--- src/rtl/multi_alarm_clock.sv ---
// 24-hour HH:MM clock with NUM_ALARMS armed alarms, validated keypad entry, snooze and
// auto-off ringing. Time, alarms and the entry shadow are held as BCD digits {H1,H0,M1,M0}.
module multi_alarm_clock #(
    parameter int unsigned NUM_ALARMS         = 4,
    parameter int unsigned TICKS_PER_MIN      = 256,
    parameter int unsigned FAST_TICKS_PER_MIN = 4,
    parameter int unsigned SNOOZE_MIN         = 5,
    parameter int unsigned RING_MIN           = 2,
    localparam int unsigned IDX_W = (NUM_ALARMS > 1) ? $clog2(NUM_ALARMS) : 1
) (
    input  logic                  clock,
    input  logic                  reset,
    input  logic [3:0]            key,
    input  logic                  key_valid,
    input  logic                  time_button,
    input  logic                  alarm_button,
    input  logic [IDX_W-1:0]      alarm_sel,
    input  logic [NUM_ALARMS-1:0] alarm_enable,
    input  logic                  fastwatch,
    input  logic                  snooze,
    input  logic                  stop,
    output logic [7:0]            ms_hour,
    output logic [7:0]            ls_hour,
    output logic [7:0]            ms_minute,
    output logic [7:0]            ls_minute,
    output logic                  alarm_sound,
    output logic [IDX_W-1:0]      alarm_active,
    output logic                  entry_busy
);

    localparam int unsigned TickW = (TICKS_PER_MIN > 1) ? $clog2(TICKS_PER_MIN) : 1;
    localparam int unsigned RingW = (RING_MIN > 1) ? $clog2(RING_MIN) : 1;
    localparam int unsigned SnzW  = (SNOOZE_MIN > 1) ? $clog2(SNOOZE_MIN) : 1;

    localparam logic [TickW-1:0] TickLast = TickW'(TICKS_PER_MIN - 1);
    localparam logic [TickW-1:0] FastLast = TickW'(FAST_TICKS_PER_MIN - 1);
    localparam logic [RingW-1:0] RingLast = RingW'(RING_MIN - 1);
    localparam logic [SnzW-1:0]  SnzLast  = SnzW'(SNOOZE_MIN - 1);

    typedef struct packed {
        logic [3:0] h1;
        logic [3:0] h0;
        logic [3:0] m1;
        logic [3:0] m0;
    } hhmm_t;

    typedef enum logic [2:0] {StIdle, StH1, StH0, StM1, StM0, StCommit} entry_e;
    typedef enum logic [1:0] {StOff, StRing, StSnooze} ring_e;

    logic [TickW-1:0] tick_q, tick_d;
    hhmm_t            time_q, time_d;
    hhmm_t            alarm_q [NUM_ALARMS];
    hhmm_t            alarm_d [NUM_ALARMS];
    hhmm_t            shadow_q, shadow_d;
    hhmm_t            sel_alarm;
    hhmm_t            disp;
    logic             tbtn_q, abtn_q;
    entry_e           entry_q, entry_d;
    logic             tgt_alarm_q, tgt_alarm_d;
    logic [IDX_W-1:0] tgt_idx_q, tgt_idx_d;
    logic             chk_q, chk_d;
    logic             hit_q, hit_d;
    logic [IDX_W-1:0] hit_idx_q, hit_idx_d;
    ring_e            ring_q, ring_d;
    logic [RingW-1:0] ring_cnt_q, ring_cnt_d;
    logic [SnzW-1:0]  snz_cnt_q, snz_cnt_d;
    logic [IDX_W-1:0] active_q, active_d;

    logic tbtn_rise, abtn_rise, wrap, commit_time, commit_alarm, min_pulse;

    function automatic hhmm_t inc_minute(input hhmm_t t);
        hhmm_t r;
        r = t;
        if (t.m0 != 4'd9) begin
            r.m0 = t.m0 + 4'd1;
        end else begin
            r.m0 = 4'd0;
            if (t.m1 != 4'd5) begin
                r.m1 = t.m1 + 4'd1;
            end else begin
                r.m1 = 4'd0;
                if (t.h1 == 4'd2 && t.h0 == 4'd3) begin
                    r.h1 = 4'd0;
                    r.h0 = 4'd0;
                end else if (t.h0 == 4'd9) begin
                    r.h0 = 4'd0;
                    r.h1 = t.h1 + 4'd1;
                end else begin
                    r.h0 = t.h0 + 4'd1;
                end
            end
        end
        return r;
    endfunction

    assign tbtn_rise    = time_button & ~tbtn_q;
    assign abtn_rise    = alarm_button & ~abtn_q;
    assign commit_time  = (entry_q == StCommit) && !tgt_alarm_q;
    assign commit_alarm = (entry_q == StCommit) && tgt_alarm_q;
    // >= rather than == so a switch to fastwatch mid-count wraps on the next cycle
    assign wrap         = tick_q >= (fastwatch ? FastLast : TickLast);
    assign min_pulse    = wrap && !commit_time;

    always_comb begin
        tick_d = (wrap || commit_time) ? '0 : tick_q + 1'b1;
        time_d = time_q;
        if (commit_time) begin
            time_d = shadow_q;
        end else if (min_pulse) begin
            time_d = inc_minute(time_q);
        end
        chk_d = min_pulse || commit_time;
    end

    always_comb begin
        sel_alarm = '0;
        for (int i = 0; i < int'(NUM_ALARMS); i++) begin
            alarm_d[i] = alarm_q[i];
            if (alarm_sel == IDX_W'(i)) begin
                sel_alarm = alarm_q[i];
            end
            if (commit_alarm && tgt_idx_q == IDX_W'(i)) begin
                alarm_d[i] = shadow_q;
            end
        end
    end

    // Entry FSM: one digit per accepted key, out-of-range keys hold the state
    always_comb begin
        entry_d     = entry_q;
        shadow_d    = shadow_q;
        tgt_alarm_d = tgt_alarm_q;
        tgt_idx_d   = tgt_idx_q;
        unique case (entry_q)
            StIdle: begin
                if (tbtn_rise) begin
                    shadow_d    = time_q;
                    tgt_alarm_d = 1'b0;
                    entry_d     = StH1;
                end else if (abtn_rise) begin
                    shadow_d    = sel_alarm;
                    tgt_alarm_d = 1'b1;
                    tgt_idx_d   = alarm_sel;
                    entry_d     = StH1;
                end
            end
            StH1: begin
                if (key_valid && key <= 4'd2) begin
                    shadow_d.h1 = key;
                    if (key == 4'd2 && shadow_q.h0 > 4'd3) begin
                        shadow_d.h0 = 4'd0;
                    end
                    entry_d = StH0;
                end
            end
            StH0: begin
                if (key_valid && key <= ((shadow_q.h1 == 4'd2) ? 4'd3 : 4'd9)) begin
                    shadow_d.h0 = key;
                    entry_d     = StM1;
                end
            end
            StM1: begin
                if (key_valid && key <= 4'd5) begin
                    shadow_d.m1 = key;
                    entry_d     = StM0;
                end
            end
            StM0: begin
                if (key_valid && key <= 4'd9) begin
                    shadow_d.m0 = key;
                    entry_d     = StCommit;
                end
            end
            StCommit: entry_d = StIdle;
            default:  entry_d = StIdle;
        endcase
    end

    // Match stage; the descending scan leaves the lowest matching slot as the winner
    always_comb begin
        hit_d     = 1'b0;
        hit_idx_d = '0;
        for (int i = int'(NUM_ALARMS) - 1; i >= 0; i--) begin
            if (chk_q && alarm_enable[i] && (alarm_q[i] == time_q)) begin
                hit_d     = 1'b1;
                hit_idx_d = IDX_W'(i);
            end
        end
    end

    always_comb begin
        ring_d     = ring_q;
        ring_cnt_d = ring_cnt_q;
        snz_cnt_d  = snz_cnt_q;
        active_d   = active_q;
        unique case (ring_q)
            StOff: begin
                if (hit_q) begin
                    ring_d     = StRing;
                    ring_cnt_d = '0;
                    active_d   = hit_idx_q;
                end
            end
            StRing: begin
                if (stop) begin
                    ring_d = StOff;
                end else if (snooze) begin
                    ring_d    = StSnooze;
                    snz_cnt_d = '0;
                end else if (min_pulse) begin
                    if (ring_cnt_q == RingLast) begin
                        ring_d = StOff;
                    end else begin
                        ring_cnt_d = ring_cnt_q + 1'b1;
                    end
                end
            end
            StSnooze: begin
                if (stop) begin
                    ring_d = StOff;
                end else if (min_pulse) begin
                    if (snz_cnt_q == SnzLast) begin
                        ring_d     = StRing;
                        ring_cnt_d = '0;
                    end else begin
                        snz_cnt_d = snz_cnt_q + 1'b1;
                    end
                end
            end
            default: ring_d = StOff;
        endcase
    end

    always_ff @(posedge clock or negedge reset) begin
        if (!reset) begin
            tick_q      <= '0;
            time_q      <= '0;
            alarm_q     <= '{default: '0};
            shadow_q    <= '0;
            tbtn_q      <= 1'b0;
            abtn_q      <= 1'b0;
            entry_q     <= StIdle;
            tgt_alarm_q <= 1'b0;
            tgt_idx_q   <= '0;
            chk_q       <= 1'b0;
            hit_q       <= 1'b0;
            hit_idx_q   <= '0;
            ring_q      <= StOff;
            ring_cnt_q  <= '0;
            snz_cnt_q   <= '0;
            active_q    <= '0;
        end else begin
            tick_q      <= tick_d;
            time_q      <= time_d;
            alarm_q     <= alarm_d;
            shadow_q    <= shadow_d;
            tbtn_q      <= time_button;
            abtn_q      <= alarm_button;
            entry_q     <= entry_d;
            tgt_alarm_q <= tgt_alarm_d;
            tgt_idx_q   <= tgt_idx_d;
            chk_q       <= chk_d;
            hit_q       <= hit_d;
            hit_idx_q   <= hit_idx_d;
            ring_q      <= ring_d;
            ring_cnt_q  <= ring_cnt_d;
            snz_cnt_q   <= snz_cnt_d;
            active_q    <= active_d;
        end
    end

    assign entry_busy   = (entry_q != StIdle);
    assign disp         = entry_busy ? shadow_q : time_q;
    assign ms_hour      = 8'h30 + {4'h0, disp.h1};
    assign ls_hour      = 8'h30 + {4'h0, disp.h0};
    assign ms_minute    = 8'h30 + {4'h0, disp.m1};
    assign ls_minute    = 8'h30 + {4'h0, disp.m0};
    assign alarm_sound  = (ring_q == StRing);
    assign alarm_active = active_q;

endmodule

--- config.mk ---
export PLATFORM = sky130hd
export DESIGN_NAME = multi_alarm_clock
export DESIGN_NICKNAME = d
export VERILOG_FILES = /design/src/rtl/multi_alarm_clock.sv
export SDC_FILE = /design/constraint.sdc
export NUM_CORES = 1
export LEC_CHECK = 0
export BUFFER_PORTS_ARGS = -buffer_cell sky130_fd_sc_hd__buf_2
export CORE_AREA = 2 2 83 165
export CTS_CLUSTER_SIZE = 10
export DETAILED_ROUTE_END_ITERATION = 10
export DIE_AREA = 0 0 85 167
export HOLD_SLACK_MARGIN = 0.06
export MAX_ROUTING_LAYER = met4
export PLACE_DENSITY = 0.72
export SLEW_MARGIN = 20
export SYNTH_ARGS = -nofsm -noshare
export SYNTH_HDL_FRONTEND = slang
export SYNTH_SLANG_ARGS = --single-unit
--- constraint.sdc ---
create_clock -name clock -period 3 [get_ports clock]
set_clock_uncertainty 0.1 [all_clocks]
set_input_delay 0.6 -clock clock [delete_from_list [all_inputs] [get_ports clock]]
set_output_delay 0.6 -clock clock [all_outputs]
set_load 0.1 [all_outputs]
==> results of run 1 <==
report_power, final:
| group | internal [mW] | switching, mW |
|---|---|---|
| Combinational | 1.77 | 2.67 |
| Sequential | 2.07 | 0.783 |
| Clock | 1.43 | 0.754 |
| Total | 5.26 | 4.20 |
state kept, by name, summed over array words and instances (netlist names), 3 cells and up:
register and count:
alarm_q 64, shadow_q 16, time_q 16, tick_q 8, entry_q 3, snz_cnt_q 3
per-stage QoR:
| step | util | setup WS (ns) | hold slack (ns) | cell area, um^2 |
|---|---|---|---|---|
| after floorplan | - | -0.157 | 0.204 | 7360 |
| after global placement | 0.609 | 0.473 | 0.360 | 7870 |
| after detailed placement | 0.609 | 0.407 | 0.381 | 7870 |
| after CTS | 0.658 | 0.177 | 0.194 | 8510 |
| after global routing | 0.658 | 0.116 | 0.194 | 8510 |
| final | 0.658 | 0.184 | 0.191 | 8510 |
layout make-up:
| class | instances | share of cell area |
|---|---|---|
| repair buffers | 61 | 0.0750 |
| inverters | 12 | 0.00530 |
| multi-input cells | 488 | 0.459 |
| well taps | 152 | 0.0224 |
| flip-flops and latches | 124 | 0.365 |
| clock buffers | 21 | 0.0541 |
| clock inverters | 11 | 0.0196 |
cell usage in the layout (no fill, tap or decap), types with 17 or more instances in the layout:
master	count
a21oi_1	22
buf_12	18
buf_2	19
buf_4	23
clkbuf_16	17
dfrtp_1	124
mux2_1	20
mux2_2	74
nand2_1	52
nand3_1	25
nor2_1	35
o21ai_0	30
xnor2_1	59
xor2_1	17
critical path, cell delays in order (launching register included):
cell and delay [ns]:
dfrtp_1 0.50, or3_1 0.41, buf_4 0.24, mux2_2 0.34, buf_12 0.17
logic make-up (layout without fill, tap and decap cells):
logic type	count (synthesis)	in the layout	share of synthesized area
fa+ha+maj	13	13	0.0223
xor+xnor	76	76	0.0914
flops	124	124	0.426
simple gates	181	181	0.129
other cells	2	16	0.00103
compound gates	78	78	0.0656
mux	124	124	0.214
buf+inv	70	105	0.0503
routing by layer:
| metal | share of wire | vias to the layer above | track usage |
|---|---|---|---|
| met5 | 0 | - | - |
| met4 | 0.081 | 0 | 0.218 |
| met3 | 0.041 | 103 | 0.0520 |
| met2 | 0.54 | 202 | 0.541 |
| met1 | 0.33 | 2751 | 0.305 |
| li1 | - | 2418 | - |
worst paths after layout:
path	startpoint	to	slack (ns)
setup / recovery	entry_q[1]$_DFFE_PN0P_	ms_hour[1]	0.18
hold / removal	time_button	tbtn_q$_DFF_PN0_	0.19
setup reg to reg	time_q[12]$_DFFE_PN0P_	time_q[14]$_DFFE_PN0P_	0.50
hold reg to reg	hit_idx_q[1]$_DFF_PN0_	alarm_active[1]$_DFFE_PN0P_	0.39
max in group asynchronous	reset	shadow_q[7]$_DFFE_PN0P_	1.52
min in group asynchronous	reset	shadow_q[10]$_DFFE_PN0P_	0.49
repair_timing:
| action | CTS | global route |
|---|---|---|
| hold endpoints to repair | 13 | 0 |
| gates resized for setup | 0 | 0 |
| hold buffers | 1 | 0 |
==> results.toml, run 1 <==
[outcome]
outcome = "complete, no violations"

[worst_hold_path]
hold-path-cell-count = 1
min_path_type = "input pin to flop"

[synthesis]
synth_top_cells_by_count = "124 x dfrtp_1, 74 x mux2_2, 59 x xnor2_1"
synth_warnings = 0
synth_top_area_share = 0.426
synth_seq_cells = 124
syn-cell-area_mm2 = 0.00729
synthArstFlopShare = 1.00
syn_area_per_cell_um2 = 10.9
seq_area_frac_synth = 0.426
synth.distinct_cells = 56
synth_edf_count = 0
synth_top_cells_by_area = "dfrtp_1 43%, mux2_2 11%, xnor2_1 7.1%, mux4_2 4.9%, mux2_1 3.1%"
post-synth-top-area-cell = "dfrtp_1"
synthFlopType = "dfrtp_1"
yosysMostFrequentCell = "dfrtp_1"
synth_cells = 668

[worst_setup_path]
crit_path_end_kind = "output pin"
rr_worst_depth = 8
critPathKind = "flop to output pin"
start_kind = "flop"
crit_fanout = 17
required_ns = 2.30
arrival_ns = 2.12

[power_and_ir_drop]
powerDensity_mw_per_mm2 = 1110
vdd_ir_drop_max_v = 0.000733
fin_total_pwr_mw = 9.46
leakage_nw = 3.91

[place]
dpl.cell_count = 836
gp_congestion = 0.995
post-dp-hpwl_um = 15200
port_buffers = 37

[detailed_routing]
routedWlPerCell_um = 23.9
drcViolationCount = 0
first_iter_violations = 356
first_pass_iters = 5
ant_nets = 0
vias_per_cell = 6.30
vias = 5474
wl_um = 20700

[clocking]
root_buffer = "clkbuf_16"
cts_tree = "yes"
cts_buffers = 17
clk_pin_slew_worst_paths_ns = 0.05
htreeDepth = 4
cts_setup_buffers = 0
clock_latency_ns = 0.43
cts_sinks = 124
cts_max_path_buffers = 2

[grt]
antenna_found_initial = 0
overflow = 0
grt_util_all_layers = 0.311
grt_max_degree = 52
first_global_vias = 5699
grt_pass1_wl_um = 32000

[final_layout]
multi_input_area_mm2 = 0.00390
drive_gt1_frac = 0.272
n_antenna_cell = 0
fin_nets = 735
regArea_mm2 = 0.00310
syn_to_final_growth_pct = 16.7
fin_cells = 869
fill_cells = 983

[timing]
setup_tns_ns = 0
tightest_slew_ns = 0.624
finalSetupViolCount = 0
rsz0062_at_grt = "no"
finalHoldViolations = 0
slew_violations = 0
slew_headroom = 0.583
period_needed_ns = 2.82
fin_crit_sh = 0.939
fmax_mhz = 355

[floorplan]
io_pins = 54
die_area_mm2 = 0.0142
fp.dieW_um = 85
core-area_mm2 = 0.0129
rows = 59
fp.dieH_um = 167
start_util = 0.564

[flow_run]
maxCapViolations = 0
Power figures use the tool's default switching activity.
==> run 2, diff against run 1 <==
BUFFER_PORTS_ARGS = -buffer_cell sky130_fd_sc_hd__buf_4   (was -buffer_cell sky130_fd_sc_hd__buf_2)
PLACE_DENSITY = default   (was 0.72)
PLACE_DENSITY_LB_ADDON = 0.05   (was default)
==> results.toml, run 2 (synthesized netlist as in run 1, its figures left out) <==
[power_and_ir_drop]
powerDensity_mw_per_mm2 = 1070
p_clk_frac = 0.240
internal_power_mw = 4.82
pwr-share-comb = 0.456
leakage_nw = 3.88
p_switching_mw = 4.13
seqPwrFrac = 0.304
vdd_ir_drop_max_v = 0.000808
swShare = 0.462

[place]
place_area_mm2 = 0.00774
port_buffers = 37
dpl.cell_count = 841
post-dp-hpwl_um = 14700
gp_congestion = 0.960

[detailed_routing]
vias = 5401
wl_um = 20400
ant_nets = 0
first_pass_iters = 5
vias_per_cell = 6.19
routedWlPerCell_um = 23.4
first_iter_violations = 285
drcViolationCount = 0

[final_layout]
most-common-layout-cells = "124 x dfrtp_1, 74 x mux2_2, 64 x buf_4, 59 x xnor2_1, 52 x nand2_1"
fin_cells = 873
drive_gt1_frac = 0.279
largest_reg_flops = 64
syn_to_final_growth_pct = 14.6
finalInstanceArea_mm2 = 0.00835
mostFrequentLayoutCell = "dfrtp_1"
n_antenna_cell = 0
fin_nets = 739
reg_top3 = "alarm_q x64, shadow_q x16, time_q x16"
largest_register = "alarm_q"

[clocking]
clk_pin_slew_worst_paths_ns = 0.06
ctsHoldBuffers = 0
htreeDepth = 4
clock_latency_ns = 0.42
cts_buffers = 17
cts_resized = 0
cts_max_path_buffers = 2
cts_tree = "yes"
root_buffer = "clkbuf_16"
cts_sinks = 124
cts_setup_buffers = 0

[grt]
first_global_vias = 5595
antenna_found_initial = 0
grt_pass1_wl_um = 31800
overflow = 0
grt_max_degree = 57
grt_util_all_layers = 0.307

[floorplan]
start_util = 0.564
core-area_mm2 = 0.0129
rows = 59
die_area_mm2 = 0.0142
fp.dieH_um = 167
fp.dieW_um = 85
io_pins = 54

[worst_setup_path]
crit_start = "entry_q[1]$_DFFE_PN0P_"
rrSetupSlack_ns = 0.42
start_kind = "flop"
critPathKind = "flop to output pin"
arrival_ns = 2.23
required_ns = 2.30
crit_path_end_kind = "output pin"
crit_fanout = 14
reg2reg_from = "time_q[12]$_DFFE_PN0P_"

[flow_run]
maxCapViolations = 0

[timing]
finalHoldViolations = 0
slew_violations = 0
worst_hold_slack_ns = 0.0866
tightest_slew_ns = 0.659
finalSetupViolCount = 0
period_needed_ns = 2.93
rsz0062_at_grt = "no"
fmax_mhz = 341
fin_crit_sh = 0.978
slew_headroom = 0.561

[worst_hold_path]
min_path_type = "input pin to async pin"

[outcome]
outcome = "complete, no violations"
run 2: cell count changes in the layout (fill, tap and decap cells not counted), moves of 2 or more:
cell	change
inv_6	+5
clkinv_2	-2
buf_4	+41
buf_12	-17
clkbuf_8	-2
buf_2	-19
run 2: power by group through the flow:
stage	registers, mW	clock network (mW)	logic [mW]
global placement	2.71	0	4.02
finish	2.73	2.14	4.08
global route	2.80	2.24	4.33
floorplan	2.38	0	3.31
CTS	2.71	2.17	4.08
detailed placement	2.74	0	4.06
run 2: critical path: stages (launching register included):
cell and delay, ns:
dfrtp_1 0.50, or3_1 0.50, buf_4 0.25, mux2_2 0.26, buf_4 0.28
run 2: cell type report:
class | count | area, um^2
fill | 1024 | 4570
multi-input combinational | 488 | 3900
sequential | 124 | 3100
timing repair buffer | 65 | 500
clock buffer | 18 | 429
tap | 152 | 190
clock inverter | 14 | 183
inverter | 12 | 45.0
run 2: layer usage:
| metal | up-vias | global-route usage | part of all wire | wire (um) |
|---|---|---|---|---|
| li1 | 2431 | - | - | - |
| met1 | 2746 | 0.333 | 0.37 | 7630 |
| met2 | 168 | 0.532 | 0.54 | 11100 |
| met3 | 56 | 0.0431 | 0.030 | 617 |
| met4 | 0 | 0.165 | 0.053 | 1080 |
| met5 | - | - | 0 | 0 |
run 2: per-stage QoR:
stage          utilization  setup TNS (ns)  total power [mW]  setup WS, ns
3_3_place_gp         0.599               0              6.73         0.334
6_report             0.647               0              8.95        0.0656
4_1_cts              0.647               0              8.97        0.0771
3_5_place_dp         0.599               0              6.80         0.340
2_1_floorplan            -          -0.770              5.69        -0.157
5_1_grt              0.647               0              9.36        0.0128
run 2: final timing paths:
path / end / cells past startpoint
max: ms_hour[1] / 4
min: tgt_alarm_q$_DFFE_PN0P_ / 1
max reg2reg: time_q[13]$_DFFE_PN0P_ / 8
min reg2reg: alarm_active[1]$_DFFE_PN0P_ / 1
max in group asynchronous: shadow_q[5]$_DFFE_PN0P_ / 2
min in group clock: abtn_q$_DFF_PN0_ / 1
